<file path="src/rtl/go_pkg.sv">
// Shared types and helpers for the Go game controller: cell encoding, FSM states,
// game-result codes and the special PASS/RESIGN move words.
package go_pkg;

    localparam logic [1:0] EMPTY = 2'b00;
    localparam logic [1:0] BLACK = 2'b01;
    localparam logic [1:0] WHITE = 2'b10;

    typedef enum logic [1:0] {
        RES_NONE        = 2'b00,
        RES_DOUBLE_PASS = 2'b01,
        RES_RESIGN      = 2'b10,
        RES_TIMEOUT     = 2'b11
    } result_e;

    typedef enum logic [2:0] {
        WAIT_MOVE,
        REQ,
        CHECK,
        COMMIT,
        PASS_ST,
        ANNOUNCE,
        END_ST,
        GAME_OVER
    } state_e;

    // Special move words live at the top of the code space, above any legal coordinate.
    function automatic logic [31:0] pass_code(input int w);
        return (32'd1 << w) - 32'd1;
    endfunction

    function automatic logic [31:0] resign_code(input int w);
        return pass_code(w) - 32'd1;
    endfunction

    function automatic int cell_idx(input int r, input int c, input int n);
        return 2 * (r * n + c);
    endfunction

endpackage

</file>
<file path="src/rtl/go_move_timer.sv">
// Per-move time limit: counts cycles while enabled and flags the cycle in which
// the limit is reached. A limit of zero never expires.
module go_move_timer #(
    parameter logic [31:0] TIMEOUT_CYCLES = 32'd0
) (
    input  logic clk_in,
    input  logic reset,
    input  logic enable,
    output logic expired
);

    logic [31:0] count;

    always_ff @(posedge clk_in) begin
        if (reset || !enable) begin
            count <= '0;
        end else if (count != '1) begin
            count <= count + 32'd1;
        end
    end

    // The first enabled cycle sees count 0, so the limit is hit on count == limit-1.
    assign expired = enable && (TIMEOUT_CYCLES != 32'd0) &&
                     (count == TIMEOUT_CYCLES - 32'd1);

endmodule

</file>
<file path="src/rtl/go_game_ctrl.sv">
// Go game controller: owns board, ko snapshot, turn and game result, and drives an
// external rules engine. Define MOVE_TIMER_EN to enable the per-move time limit.
module go_game_ctrl
    import go_pkg::*;
#(
    parameter int          BOARD_N        = 9,
    parameter int          COORD_W        = $clog2(BOARD_N),
    parameter int          MOVE_W         = 2 * COORD_W,
    parameter int          CNT_W          = 16,
    parameter logic [31:0] TIMEOUT_CYCLES = 32'd0
) (
    input  logic                           clk_in,
    input  logic                           reset,
    input  logic                           move_avail,
    input  logic [MOVE_W-1:0]              move,
    input  logic                           my_color,
    output logic                           upd_start,
    output logic [MOVE_W-1:0]              upd_move,
    input  logic                           upd_valid,
    input  logic                           upd_invalid,
    input  logic [2*BOARD_N*BOARD_N-1:0]   next_board,
    output logic [2*BOARD_N*BOARD_N-1:0]   board_bus,
    output logic [2*BOARD_N*BOARD_N-1:0]   ko_board,
    output logic                           turn,
    output logic                           busy,
    output logic                           tx_ready,
    output logic [MOVE_W-1:0]              tx_move,
    output logic                           invalid_move,
    output logic [CNT_W-1:0]               move_count,
    output logic                           game_over,
    output logic [1:0]                     result,
    output logic                           winner
);

    localparam logic [MOVE_W-1:0] PASS_MV   = MOVE_W'(pass_code(MOVE_W));
    localparam logic [MOVE_W-1:0] RESIGN_MV = MOVE_W'(resign_code(MOVE_W));

    state_e             state;
    result_e            res_q;
    logic               pass_streak;
    logic               timeout_hit;
    logic [COORD_W-1:0] row;
    logic [COORD_W-1:0] col;
    logic               off_board;

    assign row       = move[MOVE_W-1 -: COORD_W];
    assign col       = move[COORD_W-1:0];
    assign off_board = (int'(row) >= BOARD_N) || (int'(col) >= BOARD_N);
    assign busy      = (state != WAIT_MOVE);
    assign result    = res_q;

`ifdef MOVE_TIMER_EN
    go_move_timer #(
        .TIMEOUT_CYCLES(TIMEOUT_CYCLES)
    ) u_timer (
        .clk_in (clk_in),
        .reset  (reset),
        .enable (state == WAIT_MOVE),
        .expired(timeout_hit)
    );
`else
    assign timeout_hit = 1'b0;

    // The time limit only takes effect when the timer is built in.
    if (TIMEOUT_CYCLES != 32'd0) begin : g_timer_absent
    end
`endif

    always_ff @(posedge clk_in) begin
        if (reset) begin
            state        <= WAIT_MOVE;
            board_bus    <= '0;
            ko_board     <= '0;
            turn         <= 1'b0;
            upd_start    <= 1'b0;
            upd_move     <= '0;
            tx_ready     <= 1'b0;
            tx_move      <= '0;
            invalid_move <= 1'b0;
            move_count   <= '0;
            game_over    <= 1'b0;
            res_q        <= RES_NONE;
            winner       <= 1'b0;
            pass_streak  <= 1'b0;
        end else begin
            upd_start    <= 1'b0;
            tx_ready     <= 1'b0;
            invalid_move <= 1'b0;
            case (state)
                WAIT_MOVE: begin
                    // An expiring clock beats a move arriving in the same cycle.
                    if (timeout_hit) begin
                        upd_move <= RESIGN_MV;
                        res_q    <= RES_TIMEOUT;
                        winner   <= ~turn;
                        state    <= END_ST;
                    end else if (move_avail) begin
                        upd_move <= move;
                        if (move == PASS_MV) begin
                            state <= PASS_ST;
                        end else if (move == RESIGN_MV) begin
                            res_q  <= RES_RESIGN;
                            winner <= ~turn;
                            state  <= END_ST;
                        end else if (off_board) begin
                            invalid_move <= 1'b1;
                        end else begin
                            state <= REQ;
                        end
                    end
                end
                REQ: begin
                    upd_start <= 1'b1;
                    state     <= CHECK;
                end
                CHECK: begin
                    if (upd_invalid) begin
                        invalid_move <= 1'b1;
                        state        <= WAIT_MOVE;
                    end else if (upd_valid) begin
                        state <= COMMIT;
                    end
                end
                COMMIT: begin
                    ko_board    <= board_bus;
                    board_bus   <= next_board;
                    pass_streak <= 1'b0;
                    state       <= ANNOUNCE;
                end
                PASS_ST: begin
                    pass_streak <= 1'b1;
                    if (pass_streak) begin
                        res_q  <= RES_DOUBLE_PASS;
                        winner <= 1'b0;
                        state  <= END_ST;
                    end else begin
                        state <= ANNOUNCE;
                    end
                end
                ANNOUNCE: begin
                    tx_ready <= (turn == my_color);
                    tx_move  <= upd_move;
                    turn     <= ~turn;
                    if (move_count != '1) move_count <= move_count + 1'b1;
                    state    <= WAIT_MOVE;
                end
                END_ST: begin
                    tx_ready  <= (turn == my_color);
                    tx_move   <= upd_move;
                    if (move_count != '1) move_count <= move_count + 1'b1;
                    game_over <= 1'b1;
                    state     <= GAME_OVER;
                end
                GAME_OVER: begin
                    state <= GAME_OVER;
                end
                default: state <= WAIT_MOVE;
            endcase
        end
    end

endmodule

</file>
<file path="config.mk">
export PLATFORM = sky130hd
export DESIGN_NAME = go_game_ctrl
export DESIGN_NICKNAME = d
export VERILOG_FILES = /design/src/rtl/go_pkg.sv /design/src/rtl/go_move_timer.sv /design/src/rtl/go_game_ctrl.sv
export SDC_FILE = /design/constraint.sdc
export NUM_CORES = 1
export LEC_CHECK = 0
export CORE_AREA = 2 2 211 213
export CTS_CLUSTER_SIZE = 24
export DETAILED_ROUTE_END_ITERATION = 10
export DIE_AREA = 0 0 213 215
export PLACE_DENSITY = 0.59
export SYNTH_ARGS = -nofsm -noshare
export SYNTH_HDL_FRONTEND = slang
export SYNTH_SLANG_ARGS = --single-unit
</file>
<file path="constraint.sdc">
create_clock -name clk_in -period 6.5 [get_ports clk_in]
set_clock_uncertainty 0.2 [all_clocks]
set_input_delay 1.95 -clock clk_in [delete_from_list [all_inputs] [get_ports clk_in]]
set_output_delay 1.95 -clock clk_in [all_outputs]
set_load 0.05 [all_outputs]
</file>
== Word-level counts from Yosys, hierarchy flattened ==
Cells that the tools add are included.
Word-level totals
  logic and storage cells: 74
  output and inout bits: 365
  register bits: 368
  input port bits: 176
Operators by class
  bitwise operators: 2
  add/subtract/negate cells: 1
  multiplexer cells: 26
  order comparisons: 2
  equality and inequality tests: 17
  reduce and logical (&&, ||, !) cells: 12
Operator list (number)
  $pmux W3 S7: 1
  $mux W3: 6
  $add A16 B1 Y16 const B: 1
  $eq A8 B8 Y1 const B: 2
  $ne A16 B16 Y1 const B: 1
  $eq A3 B3 Y1 const B: 4
  $mux W1: 10
  $mux W2: 5
  $ge A4 B4 Y1 const B: 2
  $ne A2 B2 Y1 const B: 4
  $eq A3 B2 Y1 const B: 2
  $pmux W1 S2: 3
  $reduce_or A2 Y1: 3
  $reduce_and A5 Y1: 1
  $ne A4 B4 Y1 const B: 1
  $pmux W2 S2: 1
  $reduce_and A2 Y1: 2
  $reduce_bool A2 Y1: 2
  $eq A3 B1 Y1 const B: 1
  $logic_not A3 Y1: 1
  $ne A3 B3 Y1 const B: 1
  $reduce_and A3 Y1: 1
  $reduce_bool A3 Y1: 1
  $not A1 Y1: 2
  2 further kinds: 2

== Logic depth before layout (Yosys ltp) ==
Gate-level depths: netlist (run 1).
  depth in word-level cells: 7
  mapped depth: 8

== Worst setup path before layout (run 1) ==
No wires, ideal clock.
  path type: in2reg
  start: input move[6]
  end: register winner
  data required time: 6.226 ns
  path buffers: 0
  stages on the path: 4
  arrival time: 2.975 ns
  slack: 3.251 ns
  cell sequence: nand4_1 -> nor4_4 -> or4b_1 -> a31oi_1
On the way
  word-level cells in the longest chain between the ends: 3
RTL lines
  start: declaration: RTL line go_game_ctrl.sv:15  | input logic [MOVE_W-1:0] move,
  $eq A8 B8 Y1, on equally long branches: RTL line go_game_ctrl.sv:101, go_game_ctrl.sv:99
  $ne A2 B2 Y1 (no source line)
  $reduce_and A5 Y1 (no source line) *
  end signal: assignment: RTL line go_game_ctrl.sv:95  | winner <= ~turn;
  end signal: assignment: RTL line go_game_ctrl.sv:103  | winner <= ~turn;
  end: declaration: RTL line go_game_ctrl.sv:32  | output logic winner
Every way passes the cells marked *; elsewhere a longest branch is shown, timed or not.
A chain may end at the register's enable or synchronous reset.

==> results of run 1 <==
-- how the worst max path moves through the flow --
| stage | end | slack (ns) |
|---|---|---|
| after floorplan | winner | 3.25 |
| after global placement | busy | 2.48 |
| after detailed placement | busy | 2.47 |
| after CTS | busy | 1.87 |
| after global routing | busy | 1.75 |
| final | busy | 1.90 |
-- power groups by stage --
stage,logic (uW),clock network (uW),registers (uW)
3_5_place_dp,375,0,2360
2_1_floorplan,140,0,2410
4_1_cts,378,2360,2310
6_report,376,2280,2310
5_1_grt,403,2450,2310
3_3_place_gp,375,0,2360
-- critical path, stage by stage (launching register included) --
cell and delay, ns:
sky130_fd_sc_hd__dfxtp_1 0.81, sky130_fd_sc_hd__nor3_4 0.14, sky130_fd_sc_hd__inv_2 0.13, sky130_fd_sc_hd__clkdlybuf4s50_1 0.82
-- kinds of logic after synthesis --
| kind of cell | count (synthesis) | share of synthesized area [%] |
|---|---|---|
| DFF | 368 | 56.24 |
| muxes | 9 | 0.7546 |
| AOI/OAI and AO/OA | 378 | 15.04 |
| xor gates and xnor gates | 3 | 0.3439 |
| adders and majority gates | 1 | 0.09550 |
| buffers and inverters | 128 | 4.069 |
| and+or+nand+nor | 765 | 23.46 |
-- area by class of cell --
type / instances / area [sq um]
Tap cell: 592 / 740.7
Sequential cell: 368 / 7367
Clock buffer: 61 / 1236
Clock inverter: 12 / 92.59
Fill cell: 4315 / 23470
Multi-Input combinational cell: 1156 / 5209
Inverter: 6 / 22.52
Timing Repair Buffer: 548 / 5508
Antenna cell: 1 / 2.502
-- stage by stage --
step	cells	area (sq um)	utilization, %
global route	2744	20180	46.23
floorplan	1652	13100	-
finish	2744	20180	46.23
CTS	2743	20180	46.23
global placement	2670	18850	43.18
detailed placement	2670	18850	43.18
-- Yosys cell counts (4+ instances only) --
cell / count
sky130_fd_sc_hd__nand3_1: 6
sky130_fd_sc_hd__a21oi_1: 352
sky130_fd_sc_hd__dfxtp_1: 368
sky130_fd_sc_hd__nor3_1: 6
sky130_fd_sc_hd__clkbuf_1: 76
sky130_fd_sc_hd__mux2_2: 7
sky130_fd_sc_hd__and3_1: 7
sky130_fd_sc_hd__nor2_1: 15
sky130_fd_sc_hd__nor2b_1: 8
sky130_fd_sc_hd__nand4_1: 5
sky130_fd_sc_hd__o31ai_1: 6
sky130_fd_sc_hd__nand2_1: 693
sky130_fd_sc_hd__or4_1: 4
sky130_fd_sc_hd__buf_2: 36
sky130_fd_sc_hd__a211oi_1: 4
sky130_fd_sc_hd__inv_1: 5
sky130_fd_sc_hd__nand2b_1: 5
sky130_fd_sc_hd__buf_1: 9
-- sequential cells by signal, summed over array words and instances (netlist names), named ones only --
register and cells:
board_bus 162, ko_board 162, move_count 16, tx_move 8
upd_move 8, result 2, state 2, game_over 1
invalid_move 1, pass_streak 1, turn 1, tx_ready 1
upd_start 1, winner 1
-- metal layers --
layer | wire, um | share of wire (%)
met1 | 17840 | 40
met2 | 21280 | 48
met3 | 3878 | 8.8
met4 | 1232 | 2.8
met5 | 0 | 0
-- layout by cell type, fill, tap and decap left out, types with 2 or more instances in the layout --
master	n
sky130_fd_sc_hd__nand2_1	693
sky130_fd_sc_hd__clkdlybuf4s50_1	539
sky130_fd_sc_hd__dfxtp_1	368
sky130_fd_sc_hd__a21oi_1	352
sky130_fd_sc_hd__clkbuf_16	45
sky130_fd_sc_hd__nor2_1	15
sky130_fd_sc_hd__clkbuf_1	11
sky130_fd_sc_hd__clkinv_2	9
sky130_fd_sc_hd__nor2b_1	8
sky130_fd_sc_hd__and3_1	7
sky130_fd_sc_hd__mux2_2	7
sky130_fd_sc_hd__o31ai_1	6
sky130_fd_sc_hd__nand3_1	6
sky130_fd_sc_hd__nand4_1	5
sky130_fd_sc_hd__inv_1	5
sky130_fd_sc_hd__nand2b_1	5
sky130_fd_sc_hd__nor3_1	5
sky130_fd_sc_hd__clkbuf_8	5
sky130_fd_sc_hd__buf_4	5
sky130_fd_sc_hd__or4_1	4
sky130_fd_sc_hd__a211oi_1	4
sky130_fd_sc_hd__and2_1	3
sky130_fd_sc_hd__and4_1	3
sky130_fd_sc_hd__o41ai_1	3
sky130_fd_sc_hd__a31oi_1	3
sky130_fd_sc_hd__buf_12	3
sky130_fd_sc_hd__nand4_4	2
sky130_fd_sc_hd__a311oi_1	2
sky130_fd_sc_hd__mux2i_1	2
sky130_fd_sc_hd__a32oi_1	2
sky130_fd_sc_hd__xor2_1	2
sky130_fd_sc_hd__inv_6	2
==> impl.org, run 1 <==
** Power
- Switching power as a share of total power :: 23.52%
- The analysis attributes to net switching a power of 1168 uW.
- Cell internal power dissipation :: 3799 uW
- In this run the power density over the cells is 246.2 nW/um^2.
- Share of total power in combinational logic :: 7.6%
- Peak supply drop :: 0.1838 mV
- Static leakage :: 0.006586 uW
- Of the total power, the clock network draws 45.9%.
- Sequential fraction of design power :: 46.5%
- Total power of the final layout :: 4967 uW

** Timing
- Final setup TNS :: 0 ns
- Fmax :: 217.3 MHz
- Final hold analysis gives a worst-case slack of 0.2510 ns.
- Slew at the pin with the worst max-slew slack :: 1.051 ns
- Worst slew margin relative to its limit :: 29.93%
- The worst path uses 70.80% of the clock period.
- Setup violation total in the final timing report :: 0
- Setup repair after global routing left no endpoint under its margin.
- Final count of pins violating max slew :: 0
- Fin crit period :: 4.602 ns
- The number of failing hold endpoints at the final stage is 0.
- Final WS setup :: 1.898 ns

** Routing
- For this run, design rule violations remaining after detail routing come to 0.
- Number of vias in the routed layout :: 12,619
- Number of optimization iterations in the first detailed-route pass :: 5
- Iter 0 DRT Violations :: 807
- Vias/cell :: 4.599
- Wires add up to 44,230 um.
- Dividing the detail-routed wire length by the instance count gives 16.12 um.
- In this run the remaining antenna-violating nets after routing total 0.

** GRT
- Global routing met1 resource utilization :: 21.93%
- met2 is the most crowded layer.
- Routing usage on met2 :: 31.60%
- In the global route stage, met3 resource usage came out at 6.328%.
- Gr ovfl total :: 0
- Via count of the first global-routing pass :: 11,987
- Entering global routing, the biggest net connects 173 pins.
- GRT Util Overall :: 18.62%
- The first global-routing pass estimated 67,860 um of wire.
- The initial antenna violation count came to 1.

** Critical path
- Register-to-Register Path Depth :: 6
- Reg2reg setup slack :: 3.22 ns
- The critical path in this run is classified as reg -> out.
- Worst-path fanout max :: 20
- Element type at the critical path start :: register
- Arrival time at the worst endpoint :: 2.45 ns
- Critical R2R Launch :: state[1]
- CP endpoint kind :: primary output
- Required time worst endpoint :: 4.35 ns
- In this run the critical register-to-register path is captured at board_bus[10].

** Min path
- The startpoint identified for the worst hold timing path is ko_board[139].
- Hold EP :: ko_board[139]
- The min-delay analysis places its worst path in the category reg -> reg.
- Cell count of the worst hold path :: 2

** Die
- Starting density of the core :: 30.01%
- In this run the count of I/O pins placed on the die edge is 541.
- Measured along the y axis, the die boundary spans 215 um.
- After floorplanning, the core was divided into 77 placement rows.
- In this run the horizontal extent of the chip is 213 um.
- Total Die Area :: 45,800 sq um
- In this run the standard cell core region covers 43,640 sq um.

** CTS
- The root buffer cell chosen for the clock tree is sky130_fd_sc_hd__clkbuf_16.
- In this run, post-CTS repair resized a total of 0 instances.
- Number of sinks driven by the clock tree :: 368
- CTS Buffer Depth :: 3
- Clock latency of the later-clocked register in the worst-skew pair :: 0.54 ns
- Total number of H-tree levels :: 2
- Number of CTS-inserted buffers :: 42
- CTS clk-pin slew, worst paths :: 0.06 ns
- Once the clock tree was built, the setup fixing pass inserted 0 buffers.
- Number of buffers added to fix hold violations after cts :: 0
- Clock tree from TritonCTS :: yes

** Status
- Result of the run :: finished, final reports clean

** Synthesis
- Flop and latch count out of synthesis :: 368
- Of all flip-flops after synthesis, the portion carrying an async set or reset was 0%.
- Each instance of the synthesized netlist takes up on average 7.929 sq um.
- The synthesized netlist contains 44 unique library cells.
- Synthesized Nets :: 1,829
- Netlist area before placement :: 13,100 sq um
- Cell types with the largest area share after synthesis :: sky130_fd_sc_hd__dfxtp_1, sky130_fd_sc_hd__nand2_1, sky130_fd_sc_hd__a21oi_1, sky130_fd_sc_hd__clkbuf_1, sky130_fd_sc_hd__buf_2
- Number of enable flip-flop cells after synthesis :: 0
- Fraction of synthesized cell area taken by the top area cell type :: 56.24%
- Mapped Cells :: 1,652
- Number of synthesis warnings :: 0
- The synthesized design spends more area on one cell type than any other, namely sky130_fd_sc_hd__dfxtp_1.
- Sequential element share of the synthesized area :: 56.24%
- Main flop type after synthesis :: sky130_fd_sc_hd__dfxtp_1

** Cells and area
- The net count of the finished layout is 2,299.
- Layout cells sized above 1 :: 4.091%
- The area growth from synthesis to layout is 54.05%.

** Placement
- Detailed placer's ending HPWL :: 30,370 um
- Minimum setup slack after placement :: 2.469 ns
- At the end of routability-driven placement, the weighted congestion stood at 0.8689.
- Port-buffer cells :: 540

** Flow run
- The tool flagged a number of max-cap violations equal to 0.
Note: power is estimated with default switching activity, not from simulation.
==> run 2: changes to the inputs <==
- CORE_AREA: 2 2 211 213 -> 2 2 210 212
- DIE_AREA: 0 0 213 215 -> 0 0 212 214
- PLACE_DENSITY: 0.59 -> 0.61
- clock period: 6.5 -> 3.9 ns (I/O delays scaled with it)
==> impl.org, run 2 (synthesized netlist as in run 1, its figures left out) <==
** Status
- The flow ran to the end, and the final reports show no timing, DRC or antenna violations.

** Critical path
- Register-to-Register Path Depth :: 5
- For the worst setup path, the data arrival time is 2.29 ns.
- The worst setup path is of the reg -> out kind.
- Element type at the critical path start :: register
- Required time worst endpoint :: 2.53 ns
- Worst-path fanout max :: 13
- STA classifies the critical path endpoint as a primary output.

** Timing
- Fin crit period :: 3.658 ns
- Setup repair after global routing left no endpoint under its margin.
- Slew at the pin with the worst max-slew slack :: 0.9884 ns
- Final setup TNS :: 0 ns
- Fin Hold WS :: 0.2515 ns
- Final WS setup :: 0.2424 ns
- Setup violations remaining at the end of the flow were counted as 0.
- The final-report max-slew violation count came to 0.
- The worst pin sits at a relative slew slack of 34.11%.
- After layout, the worst path uses 93.79% of the clock period.
- Fmax :: 273.4 MHz
- Endpoints failing hold :: 0

** Flow run
- Across the run, the number of max-cap violations was 0.

** CTS
- Cell at the root of the clock tree :: sky130_fd_sc_hd__clkbuf_16
- Clock latency on the worst-skew pair, taken at its later pin, is 0.55 ns.
- In this run, post-CTS hold repair placed 0 buffers.
- Number of sinks driven by the clock tree :: 368
- In this run, post-CTS repair resized a total of 0 instances.
- Number of buffers added for setup after CTS :: 0
- TritonCTS built the clock tree.
- After clock tree synthesis, the clock-pin slew on the worst setup and hold paths is 0.06 ns.
- CTS Buffer Depth :: 3
- The H-tree was split into 2 levels.
- Number of CTS-inserted buffers :: 42

** Placement
- Detailed placer's ending HPWL :: 31,010 um
- Minimum setup slack after placement :: 0.7216 ns
- Area of placed instances :: 18,870 sq um
- The congestion estimate from routability-driven global placement came to 0.8814.
- In this run the tool buffered the top-level ports with 540 buffer cells.

** Cells and area
- Layout area overhead :: 55.03%
- Cells with a size suffix above 1 make up 4.362% of the layout.
- Post-route design area :: 20,310 sq um
- Leaving out fill and tap cells, the most frequent cell in the layout is sky130_fd_sc_hd__nand2_1.
- In the layout the commonest cells are sky130_fd_sc_hd__nand2_1, sky130_fd_sc_hd__clkdlybuf4s50_1, sky130_fd_sc_hd__dfxtp_1.
- Regs by FF count :: board_bus x162, ko_board x162, move_count x16
- Fin nets :: 2,300

** GRT
- Pin count of the biggest net entering global routing :: 164
- The first global-routing pass estimated 68,440 um of wire.
- After global routing the overflow that remains totals 0.
- The initial antenna violation count is 2.
- GRT Util Overall :: 18.94%
- Via count of the first global-routing pass :: 12,097

** Routing
- In the routed design, unresolved DRC markers number 0.
- Average wire per cell in the routed design :: 16.29 um
- Vias/cell :: 4.614
- Detail Route Antenna Nets :: 0
- Aggregate routed wire length :: 44,640 um
- Number of vias in the routed layout :: 12,646
- For this block, the initial DRC count from the detailed router was 911.
- Number of optimization iterations in the first detailed-route pass :: 5

** Power
- Peak supply drop :: 0.3065 mV
- Areal power density over the cells :: 420.3 nW/um^2
- In this run the static leakage power is 0.006648 uW.

** Die
- Core Box Area :: 42,890 sq um
- The floorplan step set the die width to 212 um.
- The die covers 45,370 sq um.
- Starting density of the core :: 30.54%
- The floorplan has 76 rows.
- In this run the count of I/O pins placed on the die edge is 541.
- From bottom edge to top edge, the die measures 214 um.

** Min path
- Hold/Removal Path Class :: reg -> reg
- Cell count of the worst hold path :: 2
run 2: cell count changes in the layout (fill, tap and decap cells not counted), sizes merged:
cell / previous run / this run
buf: 9 / 10
bufinv: 1 / 4
clkbuf: 61 / 63
clkinv: 9 / 7
run 2: final cells by class:
| cell class | instances | area (sq um) |
|---|---|---|
| clock buffer | 63 | 1261 |
| inverter | 6 | 22.52 |
| tap | 585 | 732.0 |
| timing repair buffer | 549 | 5540 |
| multi-input combinational | 1156 | 5209 |
| antenna | 1 | 2.502 |
| sequential | 368 | 7367 |
| clock inverter | 13 | 172.7 |
| fill | 4189 | 22580 |
run 2: final timing paths:
kind / start / end / slack, ns
max: state[1] / busy / 0.24
min: ko_board[59] / ko_board[59] / 0.25
max reg2reg: state[1] / board_bus[4] / 0.85
min reg2reg: ko_board[59] / ko_board[59] / 0.25
run 2: routing by layer:
layer | vias up | share of wire (%) | track usage [%]
li1 | 6318 | - | -
met1 | 5796 | 40 | 22.12
met2 | 443 | 48 | 31.80
met3 | 87 | 8.1 | 6.187
met4 | 2 | 3.5 | 7.700
met5 | - | 0.029 | 0
run 2: worst max-delay path: stages (launching register included):
cell,delay [ns]
sky130_fd_sc_hd__dfxtp_1,0.69
sky130_fd_sc_hd__nor3_4,0.11
sky130_fd_sc_hd__inv_2,0.12
sky130_fd_sc_hd__clkdlybuf4s50_1,0.81
run 2: where the power goes:
part           total (uW)  switching [uW]  internal (uW)  leakage [uW]
logic                 643             368            275       0.00297
clock network        4050            1550           2500      0.000713
registers            3840            42.2           3800       0.00296
run 2: metrics by stage:
stage	utilization (%)	std cells	power, uW
after floorplan	-	1652	4248
after CTS	47.35	2740	8661
after global routing	47.35	2741	8850
after global placement	44.00	2664	4557
final	47.35	2741	8534
after detailed placement	44.00	2664	4563
==> variant 1: new RTL, flow settings as in run 2 <==
The parameter `CNT_W` goes from 16 to 32.
--- a/src/rtl/go_game_ctrl.sv
+++ b/src/rtl/go_game_ctrl.sv
@@ -6,7 +6,7 @@
     parameter int          BOARD_N        = 9,
     parameter int          COORD_W        = $clog2(BOARD_N),
     parameter int          MOVE_W         = 2 * COORD_W,
-    parameter int          CNT_W          = 16,
+    parameter int          CNT_W          = 32,
     parameter logic [31:0] TIMEOUT_CYCLES = 32'd0
 ) (
     input  logic                           clk_in,
Ports: changed (resized move_count); port bits go from 541 to 557. The function was not compared with the original's and may differ.
==> variant 1 against run 2 <==
First-iteration DRC count decreased by 6.9%; wire length increased by 6.8%; combinational power decreased by 39%; power decreased by 1.3%; design area increased by 4.3%; global-route usage increased by 1.1 points; final cell count increased by 4.1%; synthesized area increased by 4.6%; die area unchanged; setup slack got worse by 0.050 ns; via count increased by 6.7%; sequential cell count increased by 16; largest cell class unchanged.
==> variant 1: results (changes against run 2) <==
* Status: complete, no violations
* WL/cell at 16.7 um (+2.6%)
* Clock transition at the registers of the reported paths at 0.06 ns (about the same)
* Switching pwr at 1.81 mW (-7.6%)
* Worst slew margin at 23.7% (-10 points)
* Fin nets at 2413 (+4.9%)
* First-pass GRT wire length at 72500 um (+6.0%)
* DR vias/cell at 4.73 (+2.5%)
* Clk pwr share at 48.4% (+0.9 points)
* Hold Path Origin: ko_board[77]$_SDFFE_PP0P_
* Initial antenna violation count at 5 (+3)
* Drt pass-1 iters at 5 (unchanged)
* Fraction of layout cells with a size suffix above 1 at 3.93% (-0.43 points)
* DR iter-0 viols at 848 (-6.9%)
* Cell family with most CP delay: buffers and inverters
* Leakage at 6.82 nW (+2.6%)
* Syn nets at 1921 (+5.0%)
* Port Buf Inserts at 556 (+3.0%)
* Setup Fix Bufs, Post-CTS at 0 (unchanged)
* Final-layout fill cell count at 4162 (-0.64%)
* Distinct cells, synth at 49 (+11%)
* Number of global-route vias before repair at 12.8k (+5.9%)
* Slowest stage delay, CP at 0.85 ns (+0.04 ns)
* Seq/Total Area, Yosys at 56.1% (-0.14 points)
* Data arrival, critical path at 2.34 ns (+0.05 ns)
* Placed instance area at 19800 sq um (+4.7%)
* Clock latency on the worst-skew pair at 0.56 ns
* VDD IR max at 0.265 mV (-13%)
* Largest regs: board_bus (162), ko_board (162), move_count (32)
* RePlAce Congestion at 0.825 (-6.4%)
* Total GRT Usage at 20.1% (+1.1 points)
* CTS Buf Count at 43 (+2.4%)
* Hold Path End: ko_board[77]$_SDFFE_PP0P_
* Crit Reg-Reg Startpoint: state[0]$_SDFFE_PP0P_
* Top cells by count, synth: 696 x nand2_1, 384 x dfxtp_1, 372 x a21oi_1
* Async set or reset register ratio after synthesis at 0% (unchanged)
* HPWL Detailed at 33700 um (+8.6%)
* Most instantiated library cell after synthesis: nand2_1
* Worst R2R End: move_count[19]$_SDFFE_PP0P_
* Flop-to-flop setup slack at 1.14 ns (+0.29 ns)
* Largest net degree at the start of global routing at 187 (+14%)
* Synth area leaders: dfxtp_1 56%, nand2_1 19%, a21oi_1 14%, clkbuf_1 3.1%, or3_1 0.78%
==> variant 1: power by group through the flow <==
stage | logic [mW] | clock network [mW] | registers (mW)
after global placement | 0.393 | 0 | 4.04
after detailed placement | 0.394 | 0 | 4.04
after global routing | 0.421 | 4.33 | 3.95
after CTS | 0.396 | 4.18 | 3.95
after floorplan | 0.106 | 0 | 4.08
final | 0.393 | 4.08 | 3.95
==> variant 1: logic make-up (layout without fill, tap and decap cells) <==
logic type	count (synthesis)	count (layout)	share of synthesized area, %
multiplexers	1	1	0.0822
XOR/XNOR	7	7	0.502
AO/OA/AOI/OAI	418	418	15.8
adder cells (fa/ha/maj)	1	1	0.0913
buffers and inverters	134	654	3.78
AND/OR/NAND/NOR	799	799	23.6
flip-flops	384	384	56.1
other	0	4	0
==> variant 1: stage by stage <==
| step | worst slack, ns | cells | hold WS [ns] | power, mW | utilization, % |
|---|---|---|---|---|---|
| finish | 0.192 | 2853 | 0.252 | 8.43 | 49.4 |
| global route | 0.0630 | 2853 | 0.266 | 8.70 | 49.4 |
| CTS | 0.136 | 2849 | 0.254 | 8.53 | 49.4 |
| detailed placement | 0.641 | 2776 | 0.246 | 4.43 | 46.1 |
| global placement | 0.626 | 2776 | 0.241 | 4.43 | 46.1 |
| floorplan | 1.31 | 1744 | 0.264 | 4.18 | - |
==> variant 1: layout make-up <==
| type | count | area, sq um | share of cell area, % |
|---|---|---|---|
| antenna | 4 | 10.0 | 0.0472 |
| clock buffer | 65 | 1290 | 6.09 |
| clock inverter | 8 | 123 | 0.579 |
| inverter | 6 | 22.5 | 0.106 |
| multi-input combinational | 1226 | 5510 | 26.0 |
| sequential | 384 | 7690 | 36.3 |
| tap | 585 | 732 | 3.45 |
| timing repair buffer | 575 | 5810 | 27.4 |
==> variant 1: per-layer routing <==
metal / track usage [%] / up-vias / part of all wire, %
met2: 33.8 / 441 / 48
li1: - / 6711 / -
met5: 0 / - / 0.027
met4: 6.71 / 2 / 2.9
met1: 23.1 / 6256 / 40
met3: 7.86 / 77 / 9.3
==> variant 1: worst reg2reg max path: stages (launching register included) <==
cell     delay (ns)
dfxtp_1        0.60
xor2_2         0.25
and2_1         0.44
nand3_1        0.45
or4_1          0.59
a21oi_1        0.15
==> variant 1: how the worst max path moves through the flow <==
stage	startpoint	to	slack, ns	depth (start not counted)
2_1_floorplan	move_count[0]$_SDFFE_PP0P_	move_count[29]$_SDFFE_PP0P_	1.31	8
3_3_place_gp	move[6]	result[0]$_SDFFE_PP0P_	0.63	6
3_5_place_dp	move[6]	result[0]$_SDFFE_PP0P_	0.64	6
4_1_cts	state[0]$_SDFFE_PP0P_	busy	0.14	2
5_1_grt	state[0]$_SDFFE_PP0P_	busy	0.06	2
6_report	state[0]$_SDFFE_PP0P_	busy	0.19	2
==> variant 2: new RTL, settings of run 2 <==
Without the edit above. Re-encode `state_e` (8 states) as one-hot, 8 bits wide.
--- a/src/rtl/go_pkg.sv
+++ b/src/rtl/go_pkg.sv
@@ -13,15 +13,15 @@
         RES_TIMEOUT     = 2'b11
     } result_e;
 
-    typedef enum logic [2:0] {
-        WAIT_MOVE,
-        REQ,
-        CHECK,
-        COMMIT,
-        PASS_ST,
-        ANNOUNCE,
-        END_ST,
-        GAME_OVER
+    typedef enum logic [7:0] {
+        WAIT_MOVE = 8'b00000001,
+        REQ       = 8'b00000010,
+        CHECK     = 8'b00000100,
+        COMMIT    = 8'b00001000,
+        PASS_ST   = 8'b00010000,
+        ANNOUNCE  = 8'b00100000,
+        END_ST    = 8'b01000000,
+        GAME_OVER = 8'b10000000
     } state_e;
 
     // Special move words live at the top of the code space, above any legal coordinate.
Check against the original RTL: same outputs for any inputs over 4 cycles, from zero or initial values and one cycle with reset high; so few cycles prove little.
==> variant 2 against run 2 <==
Power down 3.6%; sequential power about the same; global-route usage down 0.57 points; sequential share of layout area up 0.25 points; wire length down 1.7%; design area up 0.67%; setup slack better by 0.099 ns; sequential cell count up 5; synthesized area up 0.19%; highest routed layer is now met4.
==> variant 2: results (changes against run 2) <==
* Status: complete, no violations
* Total GRT Usage at 18.4% (-0.57 points)
* Syn nets at 1816 (-0.71%)
* Leakage at 6.77 nW (+1.8%)
* Largest net degree at the start of global routing at 190 (+16%)
* Slowest cell on the critical path: dlygate4sd2_1
* Seq/Total Area, Yosys at 56.9% (+0.66 points)
* Multi-input logic portion of the cell area at 25.3% (-0.37 points)
* Fraction of layout cells with a size suffix above 1 at 4.45% (+0.089 points)
* CLK BUF at 66 (+4.8%)
* Number of global-route vias before repair at 11.8k (-2.7%)
* Inverters at 2 (-4)
* Adder-cell share of the synthesized area at 0.0953% (-0.00018 points)
* Placed instance area at 19000 sq um (+0.68%)
* Worst Reg2Reg Path Length in Cells at 4 (-1)
* Syn Area/Cell at 8.01 sq um (+0.99%)
* Xor/xnor share of the synthesized area at 1.20% (+0.86 points)
* Signal buf overhead at 27.5% (+0.22 points)
* Comb pwr at 382 uW (-41%)
* Flop-to-flop setup slack at 1.13 ns (+0.28 ns)
* M2 GR Usage at 30.6% (-1.2 points)
* Post-Route WL at 43900 um (-1.7%)
* VDD IR max at 0.280 mV (-8.5%)
* Mux cell area share after synthesis at 1.14% (+0.39 points)
* Diodes inserted at 2 (+1)
* HPWL Detailed at 30400 um (-1.9%)
* Uppermost layer routed: met4
* Synth area leaders: dfxtp_1 57%, nand2_1 19%, a21oi_1 13%, clkbuf_1 2.4%, nor2_1 1.3%
* Worst R2R End: move_count[4]$_SDFFE_PP0P_
* Final-layout fill cell count at 4243 (+1.3%)
* Buffers excl. clock at 555 (+1.1%)
* CTS Buf Count at 43 (+2.4%)
* Clock buf/inv share at 7.05% (-0.010 points)
* Drt pass-1 iters at 4 (-1)
* Data arrival, critical path at 2.19 ns (-0.10 ns)
* #MultiIn Comb at 1147 (-0.78%)
* Distinct cells, synth at 43 (-2.3%)
variant 2: cell types whose count changed after synthesis, moves of 6 or more:
cell      delta
clkbuf_1     +9
xor2_1       +7
xnor2_1      +9
buf_1        -8
nand2_1     -40
nand3_1      +6
nor4_1       +6
mux2_2       -7
mux2i_1     +13
buf_2        -6
a21oi_1     -18
nor2_1      +30
variant 2: worst max path at each step:
stage                                startpoint                     to  slack [ns]  depth (start not counted)
after detailed placement                move[6]  state[7]$_SDFFE_PP0P_        0.21                          6
after floorplan                         move[0]  state[7]$_SDFFE_PP0P_        0.88                          5
after CTS                 state[1]$_SDFFE_PP0P_                   busy        0.28                          3
after global routing      state[1]$_SDFFE_PP0P_                   busy        0.19                          3
after global placement                  move[0]  state[7]$_SDFFE_PP0P_        0.28                          6
final                     state[1]$_SDFFE_PP0P_                   busy        0.34                          3
variant 2: what timing repair did:
item,4_1_cts,5_1_grt
resized for setup,1,0
hold buffers,0,0
setup endpoints to repair,1,0
